==> src/rtl/arbitro_pulsos.sv <==
// Two-channel pulse sequencer: per-channel pending counters, arbitration, one-deep event register.
// Optional build macro ARB_PRIO_FIXA_EN: fixed priority to channel A on ties (default round-robin).
module arbitro_pulsos #(
  parameter int unsigned CNT_W = 3,
  parameter int unsigned SEQ_W = 4
) (
  input  logic             clk,
  input  logic             reset,
  input  logic             a,
  input  logic             b,
  input  logic             evt_ready,
  input  logic             ovf_clr,
  output logic             evt_valid,
  output logic             evt_id,
  output logic [SEQ_W-1:0] evt_seq,
  output logic             ovf_a,
  output logic             ovf_b,
  output logic [CNT_W-1:0] pend_a,
  output logic [CNT_W-1:0] pend_b
);

  localparam logic [CNT_W-1:0] PendMax = '1;
  localparam logic [CNT_W-1:0] PendOne = CNT_W'(1);
  localparam logic [SEQ_W-1:0] SeqOne  = SEQ_W'(1);

  typedef enum logic [0:0] {StEmpty, StFull} state_e;

  state_e           state_q, state_d;
  logic [CNT_W-1:0] pend_a_q, pend_a_d, pend_b_q, pend_b_d;
  logic [SEQ_W-1:0] seq_a_q, seq_a_d, seq_b_q, seq_b_d;
  logic [SEQ_W-1:0] evt_seq_q, evt_seq_d;
  logic             evt_id_q, evt_id_d;
  logic             last_grant_q, last_grant_d;
  logic             ovf_a_q, ovf_a_d, ovf_b_q, ovf_b_d;

  logic load, grant_b, load_a, load_b, drop_a, drop_b;

  // Arbitration and load decision
  always_comb begin
    load    = 1'b0;
    grant_b = 1'b0;
    if ((state_q == StEmpty) || evt_ready) begin
      load = (pend_a_q != '0) || (pend_b_q != '0);
    end
    if ((pend_a_q != '0) && (pend_b_q != '0)) begin
`ifdef ARB_PRIO_FIXA_EN
      grant_b = 1'b0;
`else
      grant_b = ~last_grant_q;
`endif
    end else begin
      grant_b = (pend_b_q != '0);
    end
    load_a = load & ~grant_b;
    load_b = load & grant_b;
  end

  // Pending counters and sticky overflow flags
  always_comb begin
    pend_a_d = pend_a_q;
    pend_b_d = pend_b_q;
    drop_a   = 1'b0;
    drop_b   = 1'b0;
    unique case ({a, load_a})
      2'b10: begin
        if (pend_a_q == PendMax) drop_a = 1'b1;
        else                     pend_a_d = pend_a_q + PendOne;
      end
      2'b01:   pend_a_d = pend_a_q - PendOne;
      default: pend_a_d = pend_a_q;
    endcase
    unique case ({b, load_b})
      2'b10: begin
        if (pend_b_q == PendMax) drop_b = 1'b1;
        else                     pend_b_d = pend_b_q + PendOne;
      end
      2'b01:   pend_b_d = pend_b_q - PendOne;
      default: pend_b_d = pend_b_q;
    endcase
    // A new drop outranks a simultaneous clear
    ovf_a_d = drop_a | (ovf_a_q & ~ovf_clr);
    ovf_b_d = drop_b | (ovf_b_q & ~ovf_clr);
  end

  // Event register, sequence counters and handshake FSM
  always_comb begin
    state_d      = state_q;
    evt_id_d     = evt_id_q;
    evt_seq_d    = evt_seq_q;
    seq_a_d      = seq_a_q;
    seq_b_d      = seq_b_q;
    last_grant_d = last_grant_q;
    if (load) begin
      state_d      = StFull;
      evt_id_d     = grant_b;
      last_grant_d = grant_b;
      if (grant_b) begin
        evt_seq_d = seq_b_q;
        seq_b_d   = seq_b_q + SeqOne;
      end else begin
        evt_seq_d = seq_a_q;
        seq_a_d   = seq_a_q + SeqOne;
      end
    end else if ((state_q == StFull) && evt_ready) begin
      state_d = StEmpty;
    end
  end

  always_ff @(posedge clk or negedge reset) begin
    if (!reset) begin
      state_q      <= StEmpty;
      pend_a_q     <= '0;
      pend_b_q     <= '0;
      seq_a_q      <= '0;
      seq_b_q      <= '0;
      evt_seq_q    <= '0;
      evt_id_q     <= 1'b0;
      last_grant_q <= 1'b1;
      ovf_a_q      <= 1'b0;
      ovf_b_q      <= 1'b0;
    end else begin
      state_q      <= state_d;
      pend_a_q     <= pend_a_d;
      pend_b_q     <= pend_b_d;
      seq_a_q      <= seq_a_d;
      seq_b_q      <= seq_b_d;
      evt_seq_q    <= evt_seq_d;
      evt_id_q     <= evt_id_d;
      last_grant_q <= last_grant_d;
      ovf_a_q      <= ovf_a_d;
      ovf_b_q      <= ovf_b_d;
    end
  end

  assign evt_valid = (state_q == StFull);
  assign evt_id    = evt_id_q;
  assign evt_seq   = evt_seq_q;
  assign ovf_a     = ovf_a_q;
  assign ovf_b     = ovf_b_q;
  assign pend_a    = pend_a_q;
  assign pend_b    = pend_b_q;

endmodule

==> config.mk <==
export PLATFORM = sky130hd
export DESIGN_NAME = arbitro_pulsos
export DESIGN_NICKNAME = d
export VERILOG_FILES = /design/src/rtl/arbitro_pulsos.sv
export SDC_FILE = /design/constraint.sdc
export NUM_CORES = 1
export LEC_CHECK = 0
export ABC_AREA = 1
export ABC_CLOCK_PERIOD_IN_PS = 4100
export BUFFER_PORTS_ARGS = -buffer_cell sky130_fd_sc_hd__buf_2
export CORE_ASPECT_RATIO = 2
export CORE_MARGIN = 10
export CORE_UTILIZATION = 30
export DETAILED_ROUTE_END_ITERATION = 12
export HOLD_SLACK_MARGIN = 0.02
export PLACE_DENSITY = 0.6
export SLEW_MARGIN = 15
export SYNTH_ARGS = -nofsm -noshare
export SYNTH_HDL_FRONTEND = slang
export SYNTH_SLANG_ARGS = --single-unit
==> constraint.sdc <==
create_clock -name clk -period 4.1 [get_ports clk]
set_input_delay 0.82 -clock clk [delete_from_list [all_inputs] [get_ports clk]]
set_output_delay 0.82 -clock clk [all_outputs]
set_load 0.005 [all_outputs]
==> impl_results.md, run 1 <==
* Site Rows at 31
* Final ANT Viol Nets at 0
* Syn. warnings at 0
* Die X-Extent at 63.7 um
* Layout area overhead at 17.7%
* Worst setup SP type: input pin
* M1 GR Usage at 7.98%
* Clock Latency Late Sink at 0.26 ns
* 1st-iter DRT viols at 8
* RSZ-0062 raised after global routing: false
* Hold slack final at 0.481 ns
* Core area at 3650 um^2
* Sequential share of the synthesized area at 50.3%
* Fin cells at 195
* Slew headroom at 65.6%
* GPL Wtd Cong at 0.806
* Pin count of the biggest net entering global routing at 24
* Tightest Pin Transition at 0.516 ns
* # setup viols final at 0
* Crit-path leading delay family: simple AND/OR/NAND/NOR gates
* Fin crit period at 1.92 ns
* CP Cell Sequence: buf_2, inv_1, nand2_4, nand3_4, or2_4, fa_1, inv_1, nand2_1, nand3_1, nand2_1
* First-pass GRT wire length at 4.20 mm
* Vias post-DR at 858
* Max VDD drop at 0.000301 V
* WL/cell at 12.0 um
* TNS Setup at 0 ns
* WP data arrival at 2.07 ns
* Syn Nets at 133
* Hold/Removal Path Class: reg2reg
* Pleak at 0.706 nW
* Gr ovfl total at 0
* Maximum root-to-sink buffer count at 2
* All-Layer GR Usage at 7.47%
* Outcome: completed
* Max Fclk at 522 MHz
* Met2 usage at 12.8%
* Final worst path period share at 46.8%
* Yosys top cell area share at 48.0%
* Area leader, netlist: dfrtp_1
* Hold Buf Count CTS at 0
* Cell Pwr Density at 803 nW/um^2
* Port Buffers at 19
* Final Max Slew Viols at 0
* R2R Setup Slk at 2.24 ns
* Setup Fix Bufs, Post-CTS at 0
* Max-cap violations at 0
* Mapped cell area at 1150 um^2
* Seq cells post-synth at 23
* Layout cells sized above 1 at 25.3%
* Clock Skews at 0.00435 ns
* Critical Path Sink Type: register
* Mapped Cells at 123
* Synth cell types at 24
* Post-CTS resize count at 0
* Vias in the first global route at 958
* # diodes at 0
* Crit Path Class: in2reg
* Crit Path Max Fanout at 8
* Clock-pin slew on the worst setup and hold paths at 0.08 ns
* Synth area leaders: dfrtp_1 48%, nand2_1 12%, inv_1 6.2%
* Vias per cell at 4.40
* CTS Sinks at 23
* # H-tree levels at 1
* Initial antenna violation count at 0
* Placed Cells at 191
* Initial Util at 31.4%
* Hold violation total from the final report at 0
* Top-Level Pins at 20
* Critical Path RT at 4.26 ns
* Most Used Layer, Global Route: met2
* Global Route met3 Usage at 1.46%
* Final net count at 157
* Die area at 6840 um^2
* CTS tree: done
* Die extent in y at 107 um
* CTS Buf Count at 3
* Syn Area/Cell at 9.32 um^2
* Drt total wl at 2.34 mm
* Crit-path slowest cell: fa_1
* Root buf cell: clkbuf_8
* CP peak stage delay at 0.38 ns
* DRC at 0
* DRT Pass-1 Iters at 4
* Buf/Inv on CP at 3
* Dpl hpwl at 1.89 mm
==> report_power, final <==
group	internal, mW	leakage, nW	switching (mW)
logic	0.211	0.404	0.299
registers	0.342	0.277	0.0927
clock network	0.0677	0.0255	0.0701
==> flip-flops by register name, indices dropped and copies added, names as in the netlist, 3 cells and up <==
register,flops
pend_a,3
seq_a_q,4
seq_b_q,4
pend_b,3
evt_seq,4
==> cells in the final DEF (no fill, tap or decap), drive strengths merged, types with 2 or more instances in the layout <==
cell | synthesis | routed
nand2 | 41 | 41
dfrtp | 22 | 22
inv | 21 | 21
buf | 0 | 19
nand3 | 12 | 12
xnor2 | 4 | 4
o21ai | 4 | 4
xor2 | 3 | 3
clkbuf | 0 | 3
nand4 | 2 | 2
o22ai | 2 | 2
o211ai | 2 | 2
fa | 2 | 2
ha | 2 | 2
nor2 | 2 | 2
==> worst paths after layout <==
kind,startpoint,endpoint,cells after the start
max in group asynchronous,reset,last_grant_q,1
min reg2reg,seq_b_q[3],seq_b_q[3],1
max,evt_ready,pend_b[2],10
min,seq_b_q[3],seq_b_q[3],1
max reg2reg,pend_a[2],pend_b[2],10
min in group asynchronous,reset,seq_a_q[3],1
==> metrics by stage <==
stage / util [%] / total power [mW] / setup WS [ns] / instance area (um^2)
after floorplan: - / 0.795 / 2.07 / 1150
after global placement: 35.7 / 0.922 / 1.95 / 1300
after detailed placement: 35.7 / 0.961 / 1.89 / 1300
after CTS: 37.0 / 1.10 / 2.17 / 1350
after global routing: 37.0 / 1.21 / 2.05 / 1350
final: 37.0 / 1.08 / 2.18 / 1350
==> final cells by class <==
type,instances,area [um^2]
Multi-Input combinational cell,79,490
Timing Repair Buffer,19,95.1
Sequential cell,23,577
Clock inverter,1,5.00
Clock buffer,3,41.3
Tap cell,49,61.3
Inverter,21,78.8
Fill cell,395,2300
==> routing by layer <==
layer | vias up | wire length [um]
li1 | 430 | -
met1 | 405 | 996
met2 | 18 | 1190
met3 | 5 | 88
met4 | 0 | 59
met5 | - | 0
==> cell usage after synthesis <==
master and n:
a21oi_1 1, dfrtp_1 22, dfstp_2 1, fa_1 2
ha_1 2, inv_1 19, inv_2 2, nand2_1 36
nand2_2 3, nand2_4 2, nand3_1 8, nand3_2 2
nand3_4 2, nand4_1 2, nor2_1 1, nor2_2 1
o211ai_1 2, o21ai_0 3, o21ai_1 1, o221ai_1 1
o22ai_1 2, or2_4 1, xnor2_1 4, xor2_1 3
==> kinds of logic after synthesis <==
family          after synthesis  share of synthesized area (%)
flops                        23                           50.3
compound gates               10                           5.35
simple gates                 58                           26.4
buf+inv                      21                           6.88
fa+ha+maj                     4                           5.68
xor+xnor                      7                           5.35
==> worst register-to-register path, delay by kind of cell, from the launching register on <==
family        cells  cell delay, ns
simple gates      8            0.86
fa+ha+maj         1            0.39
flops             1            0.44
buf+inv           1            0.07
No activity file was read; power rests on OpenSTA's default activity.
==> run 2, diff against run 1 <==
--- a/config.mk
+++ b/config.mk
@@ -6,7 +6,7 @@
 export NUM_CORES = 1
 export LEC_CHECK = 0
 export ABC_AREA = 1
-export ABC_CLOCK_PERIOD_IN_PS = 4100
+export ABC_CLOCK_PERIOD_IN_PS = 1900
 export BUFFER_PORTS_ARGS = -buffer_cell sky130_fd_sc_hd__buf_2
 export CORE_ASPECT_RATIO = 2
 export CORE_MARGIN = 10
==> constraint.sdc (replaced) <==
create_clock -name clk -period 1.9 [get_ports clk]
set_input_delay 0.38 -clock clk [delete_from_list [all_inputs] [get_ports clk]]
set_output_delay 0.38 -clock clk [all_outputs]
set_load 0.005 [all_outputs]
==> impl_results.md, run 2 (same netlist as run 1, synthesis figures left out) <==
* Fraction of power consumed by the clock network at 13.2%
* Die area at 6840 um^2
* WL/cell at 12.3 um
* Vias per cell at 4.57
* Vias post-DR at 900
* Clock Latency Late Sink at 0.27 ns
* Storage element area at 578 um^2
* Fillcell total at 399
* Hold slack final at 0.0681 ns
* Most common cell after layout, fill and taps aside: nand2_1
* Pin count of the biggest net entering global routing at 24
* Final ANT Viol Nets at 0
* Crit Path Max Fanout at 4
* Clock-pin slew on the worst setup and hold paths at 0.09 ns
* PnR worst setup slack at 0.112 ns
* Maximum root-to-sink buffer count at 2
* CTS Sinks at 23
* Layout area overhead at 19.8%
* Commonest non-fill, non-tap cells in the layout: 36 x nand2_1, 21 x dfrtp_1, 19 x buf_2, 17 x inv_1, 8 x nand3_1
* Area of the multi-input gates at 495 um^2
* Final worst path period share at 94.1%
* Die X-Extent at 63.7 um
* Critical Path Sink Type: register
* TNS Setup at 0 ns
* Max-cap violations at 0
* Max VDD drop at 0.000610 V
* CP Cell Sequence: inv_1, nand3_4, nand2_1, nand4_1, fa_2, inv_1, nand2_1, o21ai_1
* Sw Share at 43.1%
* Clock Skews at 0.00551 ns
* Slew headroom at 65.8%
* Fin crit period at 1.79 ns
* # setup viols final at 0
* Layout cells sized above 1 at 29.7%
* Final Max Slew Viols at 0
* Final net count at 159
* Final Total Pwr at 2.41 mW
* Hold Buf Count CTS at 0
* RSZ-0062 raised after global routing: false
* Crit-path slowest cell: fa_2
* CTS Buf Count at 3
* GPL Wtd Cong at 0.774
* Initial antenna violation count at 0
* Hold violation total from the final report at 0
* First-pass GRT wire length at 4.48 mm
* Top-Level Pins at 20
* Final core utilization at 37.6%
* CP peak stage delay at 0.58 ns
* DRT Pass-1 Iters at 4
* Gr ovfl total at 0
* Reg power frac at 38.9%
* Tightest Pin Transition at 0.513 ns
* Cell Pwr Density at 1760 nW/um^2
* Dpl hpwl at 1.93 mm
* Psw at 1.04 mW
* Comb pwr share at 47.9%
* WP data arrival at 1.95 ns
* Finished Cell Area at 1370 um^2
* Hold/Removal Path Class: in2async
* Vias in the first global route at 1017
* Placed Cells at 192
* Placed inst area at 1310 um^2
* Pre-CTS WS at 0.114 ns
* All-Layer GR Usage at 8.00%
* Pleak at 0.707 nW
* Crit Path Class: reg2reg
* Site Rows at 31
* Initial Util at 31.4%
* Root buf cell: clkbuf_8
* Max Fclk at 559 MHz
* Critical Path RT at 2.06 ns
* Worst setup SP type: register
* Crit-path leading delay family: adder cells
* # H-tree levels at 1
* Port Buffers at 19
* DRC at 0
* Drt total wl at 2.43 mm
* Fin cells at 197
* Die extent in y at 107 um
* Outcome: completed
* 1st-iter DRT viols at 15
* CTS tree: done
* Core area at 3650 um^2
* Power Internal at 1.37 mW
* # diodes at 0
* Buf/Inv on CP at 2
## run 2: cell types whose count changed in the layout (fill, tap and decap cells not counted), moves of 2 or more
| cell | delta |
|---|---|
| inv_1 | -2 |
| fa_2 | +2 |
| fa_1 | -2 |
| buf_4 | +2 |
| inv_2 | +2 |
## run 2: timing repair
action / in CTS / in global routing
buffers inserted: 0 / 1
resized for setup: 0 / 5
setup endpoints to repair: 0 / 2
## run 2: layout make-up
| type | count | area share [%] |
|---|---|---|
| inverter | 21 | 5.74 |
| sequential | 23 | 42.1 |
| clock inverter | 1 | 0.547 |
| multi-input combinational | 79 | 36.1 |
| tap | 49 | 4.47 |
| clock buffer | 3 | 3.01 |
| timing repair buffer | 21 | 8.02 |
## run 2: worst reg2reg max path, cell delays in order, from the launching register on
cell	delay, ns
dfrtp_1	0.42
inv_1	0.13
nand3_4	0.11
nand2_1	0.11
nand4_1	0.20
fa_2	0.58
inv_1	0.04
nand2_1	0.05
o21ai_1	0.05
## run 2: final timing paths
| path | from | endpoint | slack (ns) | depth (start not counted) |
|---|---|---|---|---|
| max in group asynchronous | reset | pend_a[2] | 1.46 | 1 |
| max | pend_b[2] | pend_a[1] | 0.11 | 8 |
| min | reset | evt_seq[3] | 0.07 | 1 |
| min in group clk | ovf_clr | ovf_a | 0.31 | 2 |
| max reg2reg | pend_b[2] | pend_a[1] | 0.11 | 8 |
| min reg2reg | seq_b_q[3] | seq_b_q[3] | 0.48 | 1 |
## run 2: power by group through the flow
stage                     Clock [mW]  Sequential (mW)  Combinational, mW
after CTS                      0.333            0.936               1.16
after global placement             0            0.924               1.10
after detailed placement           0            0.944               1.15
after floorplan                    0            0.923              0.792
after global routing           0.348            0.978               1.36
final                          0.319            0.939               1.16
## run 2: layer usage
| layer | track usage, % | routed length [um] | vias to the layer above |
|---|---|---|---|
| met5 | 0 | 0 | - |
| met4 | 4.87 | 68 | 0 |
| met3 | 1.88 | 101 | 6 |
| met2 | 14.6 | 1310 | 18 |
| met1 | 7.86 | 946 | 440 |
| li1 | - | - | 436 |
==> run 3, diff against run 2 <==
--- a/config.mk
+++ b/config.mk
@@ -10,10 +10,10 @@
 export BUFFER_PORTS_ARGS = -buffer_cell sky130_fd_sc_hd__buf_2
 export CORE_ASPECT_RATIO = 2
 export CORE_MARGIN = 10
-export CORE_UTILIZATION = 30
+export CORE_UTILIZATION = 40
 export DETAILED_ROUTE_END_ITERATION = 12
 export HOLD_SLACK_MARGIN = 0.02
-export PLACE_DENSITY = 0.6
+export PLACE_DENSITY = 0.72
 export SLEW_MARGIN = 15
 export SYNTH_ARGS = -nofsm -noshare
 export SYNTH_HDL_FRONTEND = slang
==> impl_results.md, run 3 (same netlist as run 1, synthesis figures left out) <==
* Outcome: completed
* Final worst path period share at 94.1%
* Vias per cell at 4.91
* 1st-iter DRT viols at 12
* Die area at 5540 um^2
* Core area at 2770 um^2
* Port Buffers at 19
* Fillcell total at 275
* Tightest Pin Transition at 0.509 ns
* Layout area overhead at 16.7%
* Critical Path RT at 2.06 ns
* Final net count at 159
* WL/cell at 12.9 um
* Worst setup SP type: register
* Fin crit period at 1.79 ns
* Crit Path Class: reg2reg
* # diodes at 0
* Pin count of the biggest net entering global routing at 24
* Hold violation total from the final report at 0
* Max-cap violations at 0
* Final core utilization at 48.3%
* GPL Wtd Cong at 0.791
* CTS Sinks at 23
* Die extent in y at 95.7 um
* Maximum root-to-sink buffer count at 2
* Placed Cells at 172
* TNS Setup at 0 ns
* Vias post-DR at 869
* # H-tree levels at 1
* Clock Skews at 0.000730 ns
* DRC at 0
* Initial Util at 41.4%
* Commonest non-fill, non-tap cells in the layout: 36 x nand2_1, 22 x dfrtp_1, 19 x inv_1, 19 x buf_2, 8 x nand3_1
* DRT Pass-1 Iters at 4
* Clock Latency Late Sink at 0.26 ns
* Gr ovfl total at 0
* Final Max Slew Viols at 0
* FF-to-FF path depth at 10
* Layout cells sized above 1 at 25.7%
* Max VDD drop at 0.000741 V
* Site Rows at 27
* WP data arrival at 1.94 ns
* Pleak at 0.712 nW
* Max Fclk at 560 MHz
* # setup viols final at 0
* Vias in the first global route at 949
* All-Layer GR Usage at 8.93%
* Initial antenna violation count at 0
* Hold/Removal Path Class: in2async
* CTS tree: done
* Crit Path Max Fanout at 5
* CTS Buf Count at 3
* Dpl hpwl at 1.82 mm
* Die X-Extent at 57.9 um
* Final Total Pwr at 2.35 mW
* Root buf cell: clkbuf_8
* Fin cells at 177
* Most common cell after layout, fill and taps aside: nand2_1
* Hold Buf Count CTS at 0
* Slew headroom at 66.1%
* Critical Path Sink Type: register
* RSZ-0062 raised after global routing: false
* Cell Pwr Density at 1760 nW/um^2
* Final ANT Viol Nets at 0
* Drt total wl at 2.28 mm
* First-pass GRT wire length at 4.04 mm
* Top-Level Pins at 20
* Clock-pin slew on the worst setup and hold paths at 0.08 ns
run 3: final cells by class:
cell class              count  area, um^2  area share (%)
well taps                  29        36.3            2.71
flip-flops and latches     23         577            43.1
repair buffers             21         110            8.23
clock buffers               4        45.0            3.37
multi-input cells          79         490            36.7
inverters                  21        78.8            5.89
run 3: timing repair:
action / in CTS / in global routing
setup endpoints to repair: 0 / 2
gates resized for setup: 0 / 0
setup buffers: 0 / 1
run 3: final timing paths:
kind	start	to	slack, ns
worst max-delay path	pend_a[2]	pend_b[2]	0.11
worst min-delay path	reset	pend_a[0]	0.08
worst max register to register	pend_a[2]	pend_b[2]	0.11
worst min register to register	evt_id	evt_id	0.48
max in group asynchronous	reset	last_grant_q	1.46
min in group clk	ovf_clr	ovf_a	0.32
run 3: layer usage:
metal | vias up | routed length [um] | global-route usage, %
met1 | 411 | 923 | 9.29
li1 | 435 | - | -
met5 | - | 0 | 0
met3 | 5 | 115 | 2.51
met2 | 18 | 1190 | 15.7
met4 | 0 | 48 | 4.53
run 3: critical path: stages, from the launching register on:
cell,delay (ns)
dfrtp_1,0.43
nor2_2,0.13
nand2_2,0.09
nand2_4,0.08
nand3_4,0.05
or2_4,0.25
fa_1,0.39
inv_1,0.07
nand2_1,0.06
nand3_1,0.08
nand2_1,0.05
run 3: per-stage QoR:
stage	area [um^2]	hold WS, ns	setup slack (ns)
2_1_floorplan	1150	0.0844	0.169
3_3_place_gp	1280	0.374	0.163
3_5_place_dp	1280	0.385	0.112
4_1_cts	1330	0.0966	0.0902
5_1_grt	1340	0.110	0.0166
6_report	1340	0.0808	0.113
run 3: where the power goes:
| group | leakage, nW | switching, mW | internal (mW) |
|---|---|---|---|
| clock | 0.0228 | 0.147 | 0.149 |
| combinational | 0.413 | 0.652 | 0.478 |
| sequential | 0.277 | 0.188 | 0.738 |
| total | 0.712 | 0.987 | 1.37 |
